==> src/rtl/mycpu_pkg.sv <==
// Shared types and constants for the memory-mapped I/O port.
// Latency: n/a (types and constants only).
// Backpressure: n/a.
package mycpu_pkg;

  // Register select on addr_in
  typedef enum logic [1:0] {
    IO_DATA = 2'd0,
    IO_STAT = 2'd1,
    IO_CTRL = 2'd2,
    IO_RSVD = 2'd3
  } io_addr_t;

  // Bit positions inside the STATUS word
  localparam int ST_TXFULL  = 0;
  localparam int ST_TXEMPTY = 1;
  localparam int ST_RXFULL  = 2;
  localparam int ST_OVF     = 3;

  // One-entry RX holding register occupancy
  typedef enum logic {
    RX_EMPTY = 1'b0,
    RX_FULL  = 1'b1
  } io_rx_state_t;

endpackage

==> src/rtl/io_port_if.sv <==
// Bundle of CPU access, TX stream, RX stream and interrupt signals of io_port.
// Latency: n/a (wires only).
// Backpressure: tx_ready_in / rx_ready_out carry the valid/ready handshakes.
// Ports: slave = the io_port side, master = the CU/device side driving it.
interface io_port_if #(
  parameter int DATA_W = 16
);
  // CPU side
  logic              iom_in;
  logic              wen_in;
  logic [1:0]        addr_in;
  logic [DATA_W-1:0] wdata_in;
  logic [DATA_W-1:0] rdata_out;
  // TX stream towards the device
  logic [DATA_W-1:0] tx_data_out;
  logic              tx_valid_out;
  logic              tx_ready_in;
  // RX stream from the device
  logic [DATA_W-1:0] rx_data_in;
  logic              rx_valid_in;
  logic              rx_ready_out;
  // Interrupt
  logic              irq_out;

  modport slave (
    input  iom_in, wen_in, addr_in, wdata_in, tx_ready_in, rx_data_in, rx_valid_in,
    output rdata_out, tx_data_out, tx_valid_out, rx_ready_out, irq_out
  );

  modport master (
    output iom_in, wen_in, addr_in, wdata_in, tx_ready_in, rx_data_in, rx_valid_in,
    input  rdata_out, tx_data_out, tx_valid_out, rx_ready_out, irq_out
  );
endinterface

==> src/rtl/io_fifo.sv <==
// Generic synchronous FIFO holding the TX words; dout shows the head entry.
// Latency: a push is visible on dout the cycle after the edge that wrote it.
// Backpressure: push is ignored when full, pop is ignored when empty.
// Ports: clk, rst_n, push/din (write side), pop/dout (read side), full, empty.
module io_fifo #(
  parameter int DATA_W = 16,
  parameter int DEPTH  = 4   // power of two, >= 2
) (
  input  logic              clk,
  input  logic              rst_n,
  input  logic              push,
  input  logic              pop,
  input  logic [DATA_W-1:0] din,
  output logic [DATA_W-1:0] dout,
  output logic              full,
  output logic              empty
);
  localparam int AW = $clog2(DEPTH);
  localparam logic [AW:0] CNT_MAX = (AW + 1)'(DEPTH);

  logic [DATA_W-1:0] mem [DEPTH];
  logic [AW-1:0]     wr_ptr;
  logic [AW-1:0]     rd_ptr;
  logic [AW:0]       count;
  logic              push_ok;
  logic              pop_ok;

  // Full/empty come from the registered count, so a push into a full FIFO is
  // dropped even if a pop frees a slot at the same edge.
  assign full    = (count == CNT_MAX);
  assign empty   = (count == '0);
  assign push_ok = push & ~full;
  assign pop_ok  = pop & ~empty;
  assign dout    = mem[rd_ptr];

  always_ff @(posedge clk or negedge rst_n) begin
    if (!rst_n) begin
      wr_ptr <= '0;
      rd_ptr <= '0;
      count  <= '0;
      for (int i = 0; i < DEPTH; i++) mem[i] <= '0;
    end else begin
      if (push_ok) begin
        mem[wr_ptr] <= din;
        wr_ptr      <= wr_ptr + 1'b1;   // wraps naturally at DEPTH
      end
      if (pop_ok) rd_ptr <= rd_ptr + 1'b1;
      case ({push_ok, pop_ok})
        2'b10:   count <= count + 1'b1;
        2'b01:   count <= count - 1'b1;
        default: count <= count;
      endcase
    end
  end
endmodule

==> src/rtl/io_port.sv <==
// Memory-mapped I/O responder: CPU DATA writes feed a TX FIFO, CPU DATA reads pop a one-entry RX register.
// Latency: CPU reads are combinational; TX word on tx_data_out one cycle after write into empty FIFO; RX word readable one cycle after capture.
// Backpressure: TX writes to a full FIFO are dropped and flag ovf; rx_ready_out is low while the RX register holds an unread word.
// Ports: clk, rst_n (async active-low), bus (io_port_if.slave: CPU iom/wen/addr/wdata/rdata, TX and RX valid/ready streams, irq).
// Build option: define IO_IRQ_EN to add the CTRL register at address 2 and a registered irq_out; otherwise irq_out is 0.
module io_port
  import mycpu_pkg::*;
#(
  parameter int DATA_W   = 16,   // >= 4 so the STATUS bits fit
  parameter int TX_DEPTH = 4     // power of two, >= 2
) (
  input  logic      clk,
  input  logic      rst_n,
  io_port_if.slave  bus
);
  io_addr_t          addr;
  logic              wr;
  logic              rd;
  logic              tx_full;
  logic              tx_empty;
  logic              tx_push;
  logic              tx_pop;
  logic              ovf;
  io_rx_state_t      rx_state;
  io_rx_state_t      rx_next;
  logic              rx_capture;
  logic              rx_full;
  logic [DATA_W-1:0] rx_data_r;

  // ---------------- access decode ----------------
  assign addr = io_addr_t'(bus.addr_in);
  assign wr   = bus.iom_in & ~bus.wen_in;
  assign rd   = bus.iom_in &  bus.wen_in;

  // ---------------- TX path ----------------
  assign tx_push          = wr & (addr == IO_DATA);
  assign tx_pop           = bus.tx_valid_out & bus.tx_ready_in;
  assign bus.tx_valid_out = ~tx_empty;

  io_fifo #(
    .DATA_W (DATA_W),
    .DEPTH  (TX_DEPTH)
  ) u_tx_fifo (
    .clk   (clk),
    .rst_n (rst_n),
    .push  (tx_push),
    .pop   (tx_pop),
    .din   (bus.wdata_in),
    .dout  (bus.tx_data_out),
    .full  (tx_full),
    .empty (tx_empty)
  );

  // Sticky overflow: set by a dropped DATA write, cleared by writing 1 to
  // bit 3 of STATUS. Both cannot happen in one cycle (different addresses).
  always_ff @(posedge clk or negedge rst_n) begin
    if (!rst_n) begin
      ovf <= 1'b0;
    end else if (tx_push && tx_full) begin
      ovf <= 1'b1;
    end else if (wr && (addr == IO_STAT) && bus.wdata_in[ST_OVF]) begin
      ovf <= 1'b0;
    end
  end

  // ---------------- RX holding register ----------------
  always_ff @(posedge clk or negedge rst_n) begin
    if (!rst_n) begin
      rx_state  <= RX_EMPTY;
      rx_data_r <= '0;
    end else begin
      rx_state <= rx_next;
      if (rx_capture) rx_data_r <= bus.rx_data_in;
    end
  end

  // Capture only happens in EMPTY and a pop only in FULL, so they never collide.
  always_comb begin
    rx_next    = rx_state;
    rx_capture = 1'b0;
    case (rx_state)
      RX_EMPTY: begin
        if (bus.rx_valid_in) begin
          rx_next    = RX_FULL;
          rx_capture = 1'b1;
        end
      end
      RX_FULL: begin
        if (rd && (addr == IO_DATA)) rx_next = RX_EMPTY;
      end
      default: rx_next = RX_EMPTY;
    endcase
  end

  assign rx_full          = (rx_state == RX_FULL);
  assign bus.rx_ready_out = (rx_state == RX_EMPTY);

  // ---------------- optional CTRL / IRQ ----------------
`ifdef IO_IRQ_EN
  logic [1:0] ctrl;
  logic       irq_r;

  always_ff @(posedge clk or negedge rst_n) begin
    if (!rst_n) begin
      ctrl  <= 2'b00;
      irq_r <= 1'b0;
    end else begin
      if (wr && (addr == IO_CTRL)) ctrl <= bus.wdata_in[1:0];
      irq_r <= (ctrl[0] & rx_full) | (ctrl[1] & tx_empty);
    end
  end

  assign bus.irq_out = irq_r;
`else
  assign bus.irq_out = 1'b0;
`endif

  // ---------------- CPU read mux ----------------
  always_comb begin
    bus.rdata_out = '0;
    if (rd) begin
      case (addr)
        IO_DATA: if (rx_full) bus.rdata_out = rx_data_r;
        IO_STAT: begin
          bus.rdata_out[ST_TXFULL]  = tx_full;
          bus.rdata_out[ST_TXEMPTY] = tx_empty;
          bus.rdata_out[ST_RXFULL]  = rx_full;
          bus.rdata_out[ST_OVF]     = ovf;
        end
`ifdef IO_IRQ_EN
        IO_CTRL: bus.rdata_out[1:0] = ctrl;
`endif
        default: bus.rdata_out = '0;
      endcase
    end
  end
endmodule

==> src/flat_wrapper.sv <==
// flat-port wrapper written by rule: the top's interface ports become plain ports
module io_port_flat import mycpu_pkg::*;
#(
  parameter int DATA_W   = 16,                                 
  parameter int TX_DEPTH = 4                          
)
  (clk, rst_n, bus_iom_in, bus_wen_in, bus_addr_in, bus_wdata_in, bus_tx_ready_in, bus_rx_data_in, bus_rx_valid_in, bus_rdata_out, bus_tx_data_out, bus_tx_valid_out, bus_rx_ready_out, bus_irq_out);
  io_port_if #(.DATA_W(DATA_W)) bus_i ();
  input  logic clk;
  input  logic rst_n;
  input wire logic [$bits(bus_i.iom_in)-1:0] bus_iom_in;
  input wire logic [$bits(bus_i.wen_in)-1:0] bus_wen_in;
  input wire logic [$bits(bus_i.addr_in)-1:0] bus_addr_in;
  input wire logic [$bits(bus_i.wdata_in)-1:0] bus_wdata_in;
  input wire logic [$bits(bus_i.tx_ready_in)-1:0] bus_tx_ready_in;
  input wire logic [$bits(bus_i.rx_data_in)-1:0] bus_rx_data_in;
  input wire logic [$bits(bus_i.rx_valid_in)-1:0] bus_rx_valid_in;
  output wire logic [$bits(bus_i.rdata_out)-1:0] bus_rdata_out;
  output wire logic [$bits(bus_i.tx_data_out)-1:0] bus_tx_data_out;
  output wire logic [$bits(bus_i.tx_valid_out)-1:0] bus_tx_valid_out;
  output wire logic [$bits(bus_i.rx_ready_out)-1:0] bus_rx_ready_out;
  output wire logic [$bits(bus_i.irq_out)-1:0] bus_irq_out;
  assign bus_i.iom_in = bus_iom_in;
  assign bus_i.wen_in = bus_wen_in;
  assign bus_i.addr_in = bus_addr_in;
  assign bus_i.wdata_in = bus_wdata_in;
  assign bus_i.tx_ready_in = bus_tx_ready_in;
  assign bus_i.rx_data_in = bus_rx_data_in;
  assign bus_i.rx_valid_in = bus_rx_valid_in;
  assign bus_rdata_out = bus_i.rdata_out;
  assign bus_tx_data_out = bus_i.tx_data_out;
  assign bus_tx_valid_out = bus_i.tx_valid_out;
  assign bus_rx_ready_out = bus_i.rx_ready_out;
  assign bus_irq_out = bus_i.irq_out;
  io_port #(.DATA_W(DATA_W), .TX_DEPTH(TX_DEPTH)) u_core (.clk(clk), .rst_n(rst_n), .bus(bus_i));
endmodule
==> config.mk <==
export PLATFORM = sky130hd
export DESIGN_NAME = io_port_flat
export DESIGN_NICKNAME = d
export VERILOG_FILES = /design/src/rtl/mycpu_pkg.sv /design/src/rtl/io_port_if.sv /design/src/rtl/io_fifo.sv /design/src/rtl/io_port.sv /design/src/flat_wrapper.sv
export SDC_FILE = /design/constraint.sdc
export NUM_CORES = 1
export LEC_CHECK = 0
export CELL_PAD_IN_SITES_DETAIL_PLACEMENT = 1
export CELL_PAD_IN_SITES_GLOBAL_PLACEMENT = 1
export CORE_MARGIN = 5
export CORE_UTILIZATION = 46
export CTS_CLUSTER_SIZE = 8
export DETAILED_ROUTE_END_ITERATION = 16
export PLACE_DENSITY_LB_ADDON = 0.1
export SYNTH_ARGS = -nofsm -noshare
export SYNTH_HDL_FRONTEND = slang
export SYNTH_SLANG_ARGS = --single-unit
==> constraint.sdc <==
create_clock -name clk -period 4.9 [get_ports clk]
set_clock_uncertainty 0.2 [all_clocks]
set_input_delay 1.47 -clock clk [delete_from_list [all_inputs] [get_ports clk]]
set_output_delay 1.47 -clock clk [all_outputs]
set_load 0.02 [all_outputs]
# [Word level (Yosys, flattened, before mapping)]
# Index checks and enable logic that the tools add are counted.
[totals] output_inout_bits=35 regBits=89
[op_classes] eq_ne=4 bitwise=12 n_reduce_logical=9 magnitude_cmp=3 add_sub_neg=4 muxes=17
[ops] cell="two-way mux 16 bit" n=5
[ops] cell="bitwise mux 64 bit" n=1
[ops] cell="binary-select mux 16 bit (select 2 bit)" n=1
[ops] cell="demux 16 bit (select 2 bit)" n=1
[ops] cell="two-way mux 12 bit" n=1
[ops] cell="one-hot mux 4 bit (2 select lines)" n=1
[ops] cell="AND 1 bit" n=6
[ops] cell=">= comparator 3 bit, second input constant" n=2
[ops] cell="inverter 2 -> 3 bit" n=2
[ops] cell="one-hot mux 3 bit (2 select lines)" n=1
[ops] cell="logical AND 1 bit" n=5
[ops] cell="two-way mux 1 bit" n=5
[ops] cell="adder 2 x 1 -> 2 bit, second input constant" n=2
[ops] cell="equality test 2 x 1 -> 1 bit, second input constant" n=2
[ops] cell="inverter 1 bit" n=4
[ops] cell="nonzero test 2 bit" n=2
[ops] cell="adder 3 x 1 -> 3 bit, second input constant" n=1
[ops] cell="equality test 3 bit, second input constant" n=1
[ops] cell="logical NOT 3 bit" n=1
[ops] cell="less-than comparator 3 x 1 -> 1 bit, second input constant" n=1
[ops] cell="subtractor 3 x 1 -> 3 bit, second input constant" n=1
[ops] cell="equality test 2 bit, second input constant" n=1
[ops] cell="logical NOT 2 bit" n=1
[ops] cell="one-hot mux 1 bit (2 select lines)" n=1

# [Depth between registers and ports, before layout]
[depth] word_depth=6 ltp_mapped=10

# [By module]
# Synthesis repeated with hierarchy kept, for this count alone.
[hier_totals] cells_unflattened=281 area_unflattened_um2=4150.2
[modules_own_cells] mod="io_fifo" area_per_inst_um2=3188.1 cells_each=192 n_inst=1
[modules_own_cells] mod="io_port" area_per_inst_um2=962.2 cells_each=89 n_inst=1

# [Worst setup path before layout]
# OpenSTA, ideal clock, no wires.
[synth_path] kind="input to output" from="input port bus_addr_in[1]" to="output port bus_rdata_out[10]" setup_slack_ps=831 required_time_ps=3230 n_path_buf=1 arrival_time_ps=2399 stages=4 path_cell_list="nand3b_1 nor3_1 clkbuf_1 and2_1"
[synth_between] elab_chain_cells=3
[synth_lines] element="start: declaration" line_no="flat_wrapper.sv:13" text="input wire logic [$bits(bus_i.addr_in)-1:0] bus_addr_in;"
[synth_lines] element="logical NOT 2 bit" line_no="io_port.sv:122" text="case (addr)"
[synth_lines] element="two-way mux 12 bit" line_no="io_port.sv:122"
[synth_lines] element="two-way mux 16 bit" line_no="io_port.sv:121" text="if (rd) begin"
[synth_lines] element="end: declaration" line_no="flat_wrapper.sv:18" text="output wire logic [$bits(bus_i.rdata_out)-1:0] bus_rdata_out;"
# Every way passes these cells.

# [Worst setup path in the final report]
[layout_path] from="input port bus_addr_in[1]" to="output port bus_rdata_out[5]"
# The elaborated chain is that of the path after synthesis.

==> results.toml <==
[die]
core_um2 = 8680
ioPinCount = 75
dieWidth_um = 104
placementRows = 34
die-area_um2 = 10900
start_util = 0.470
dieHeight_um = 104

[critical_path]
crit_arrival_ns = 3.01
worstPathRequired_ns = 3.23
startpoint_type = "input port"
critPathMaxFanout = 13
criticalPathCategory = "input port to primary output"
end_kind = "primary output"
critPathLaunch = "bus_addr_in[1]"
timing.rr.start = "u_core.u_tx_fifo.count[2]$_DFFE_PN0P_"

[logic_synthesis]
syn_area_um2 = 4080
postSynthAreaPerCell_um2 = 15.5
async_flop_share = 1.00
synth_most_common_cell = "dfrtp_1"
synth_common_cells = "dfrtp_1, mux2_2, mux4_2"
synth_edf_count = 0
seq_area_frac_synth = 0.546
yosysWarnings = 0
ys_seq_elements = 89
synth_area_leader_cell = "dfrtp_1"
synth_top_area_frac = 0.546
syn-num-nets = 310
ys.flop_type = "dfrtp_1"
netlist_top_cells_area = "dfrtp_1, mux2_2, mux4_2"
synthCells = 264
synth_cell_types = 32

[cts]
clock_path_buffers = 2
post-cts-setup-buffers = 0
clk_root_buffer_cell = "clkbuf_8"
h-tree-depth = 3
cts_buffers = 9
cts_tree = "built"
clock_sinks = 89
ctsHoldBuffers = 0
clkTransAtPathRegs_ns = 0.08
worstSkewPairLatency_ns = 0.34

[layout]
drive_above_1_share = 0.360
synthToLayoutAreaGrowth_pct = 25.1
n_antenna_cell = 0
fin_nets = 388

[power_and_ir_drop]
total_power_mw = 2.89
switching_share = 0.307
pwr-share-seq = 0.429
comb_power_share = 0.378
power.internal_mw = 2.00
irDropWorstVdd_v = 0.000183
power_switching_uw = 887
power.density_cell_area_nw_per_um2 = 566
p_leak_nw = 2.31
clockPowerShare = 0.193

[sta]
rsz0062_at_grt = "no"
fin_crit_ns = 4.68
setup_viol = 0
period_share = 0.955
hold_viol = 0
worst_slew_pin_slew_ns = 0.897
slew_headroom = 0.402
fmax_mhz = 214
final_max_slew_viol_count = 0
finalWorstSetupSlack_ns = 0.220
worst_hold_slack_ns = 0.295

[grt]
overflow = 0
grt_pass1_vias = 2706
grt_max_degree = 72
grt_pass1_wl_um = 13800
grt_use_total = 0.158
antenna_found_initial = 0

[worst_hold_path]
worstHoldStart = "u_core.u_tx_fifo.mem[21]$_DFFE_PN0P_"
hp-class = "register to register"

[detailed_routing]
drc = 0
vias = 2388
postRouteAntennaNets = 0
drt_first_pass_iters = 2
drt-initial-drc-count = 32
wirelength_um = 8270
vias_per_cell = 5.25
routedWlPerCell_um = 18.2

[run]
maxCapViolCount = 0

[place]
gp_congestion = 0.690
place_ws_ns = -0.0671
dp_hpwl_um = 5760
portBuffers = 73

[status]
outcome = "finished clean"
[worst max-delay path: stages]
cell	delay, ns
clkdlybuf4s50_1	0.42
nand3b_1	0.24
nor3_1	0.19
buf_4	0.20
and2_1	0.15
dlygate4sd2_1	0.34
[per-stage QoR]
stage	area, µm²	util	std cells	TNS [ns]
global route	5100	0.588	455	0
detailed placement	4900	0.564	439	-0.565
CTS	5100	0.588	455	0
finish	5100	0.588	455	0
global placement	4900	0.564	439	0
floorplan	4080	-	264	0
[worst paths after layout]
path | endpoint | slack, ns | cells past startpoint
min in group asynchronous | u_core.u_tx_fifo.mem[49]$_DFFE_PN0P_ | 1.03 | 1
max reg2reg | u_core.u_tx_fifo.count[2]$_DFFE_PN0P_ | 2.26 | 9
max in group asynchronous | u_core.u_tx_fifo.mem[44]$_DFFE_PN0P_ | 2.67 | 2
max | bus_rdata_out[5] | 0.22 | 6
min | u_core.u_tx_fifo.mem[21]$_DFFE_PN0P_ | 0.29 | 1
min reg2reg | u_core.u_tx_fifo.mem[21]$_DFFE_PN0P_ | 0.29 | 1
[flip-flops by register name (all words and copies together) (netlist names)]
signal,count
u_core.ovf,1
u_core.u_tx_fifo.count,3
u_core.u_tx_fifo.mem,64
u_core.rx_data_r,16
u_core.rx_full,1
u_core.u_tx_fifo.rd_ptr,2
u_core.u_tx_fifo.wr_ptr,2
[cell usage in the layout (no fill, tap or decap), drive strengths merged, types with 2 or more instances in the layout]
cell	n
nor2b	3
nand3	4
buf	9
xor2	3
and2	13
ha	5
nor2	8
inv	8
mux2	81
dfrtp	89
xnor2	3
nor3	2
dlygate4sd2	12
clkbuf	12
mux4	16
clkdlybuf4s50	60
bufinv	2
a22oi	2
[layout make-up]
cell class / count / area (µm²)
Fill cell: 843 / 3570
Clock inverter: 4 / 76.3
Sequential cell: 89 / 2230
Clock buffer: 12 / 145
Timing Repair Buffer: 81 / 773
Tap cell: 108 / 135
Inverter: 8 / 30.0
Multi-Input combinational cell: 153 / 1720
[per-layer routing]
layer / global-route usage / up-vias / part of all wire
li1: - / 1099 / -
met1: 0.204 / 1225 / 0.44
met2: 0.256 / 55 / 0.49
met3: 0.0397 / 9 / 0.048
met4: 0.0611 / 0 / 0.014
met5: 0 / - / 0
[cell families after synthesis]
kind of cell | share of synthesized area
multiplexers | 0.317
flip-flops | 0.546
AND/OR/NAND/NOR | 0.0568
buffers and inverters | 0.0331
AO/OA/AOI/OAI | 0.0129
adder cells (fa/ha/maj) | 0.0202
XOR/XNOR | 0.0129
other | 0.000919
[power groups by stage]
| stage | Clock, mW | Combinational (mW) | Sequential (mW) |
|---|---|---|---|
| 6_report | 0.558 | 1.09 | 1.24 |
| 5_1_grt | 0.606 | 1.18 | 1.28 |
| 4_1_cts | 0.575 | 1.11 | 1.24 |
| 3_5_place_dp | 0 | 1.11 | 1.26 |
| 3_3_place_gp | 0 | 1.08 | 1.24 |
| 2_1_floorplan | 0 | 0.798 | 1.15 |
[what timing repair did]
item | 4_1_cts | 5_1_grt
setup endpoints to repair | 12 | 0
endpoints found under the hold margin | 0 | 0
gates resized for setup | 12 | 0
Note: power is estimated with default switching activity, not from simulation.
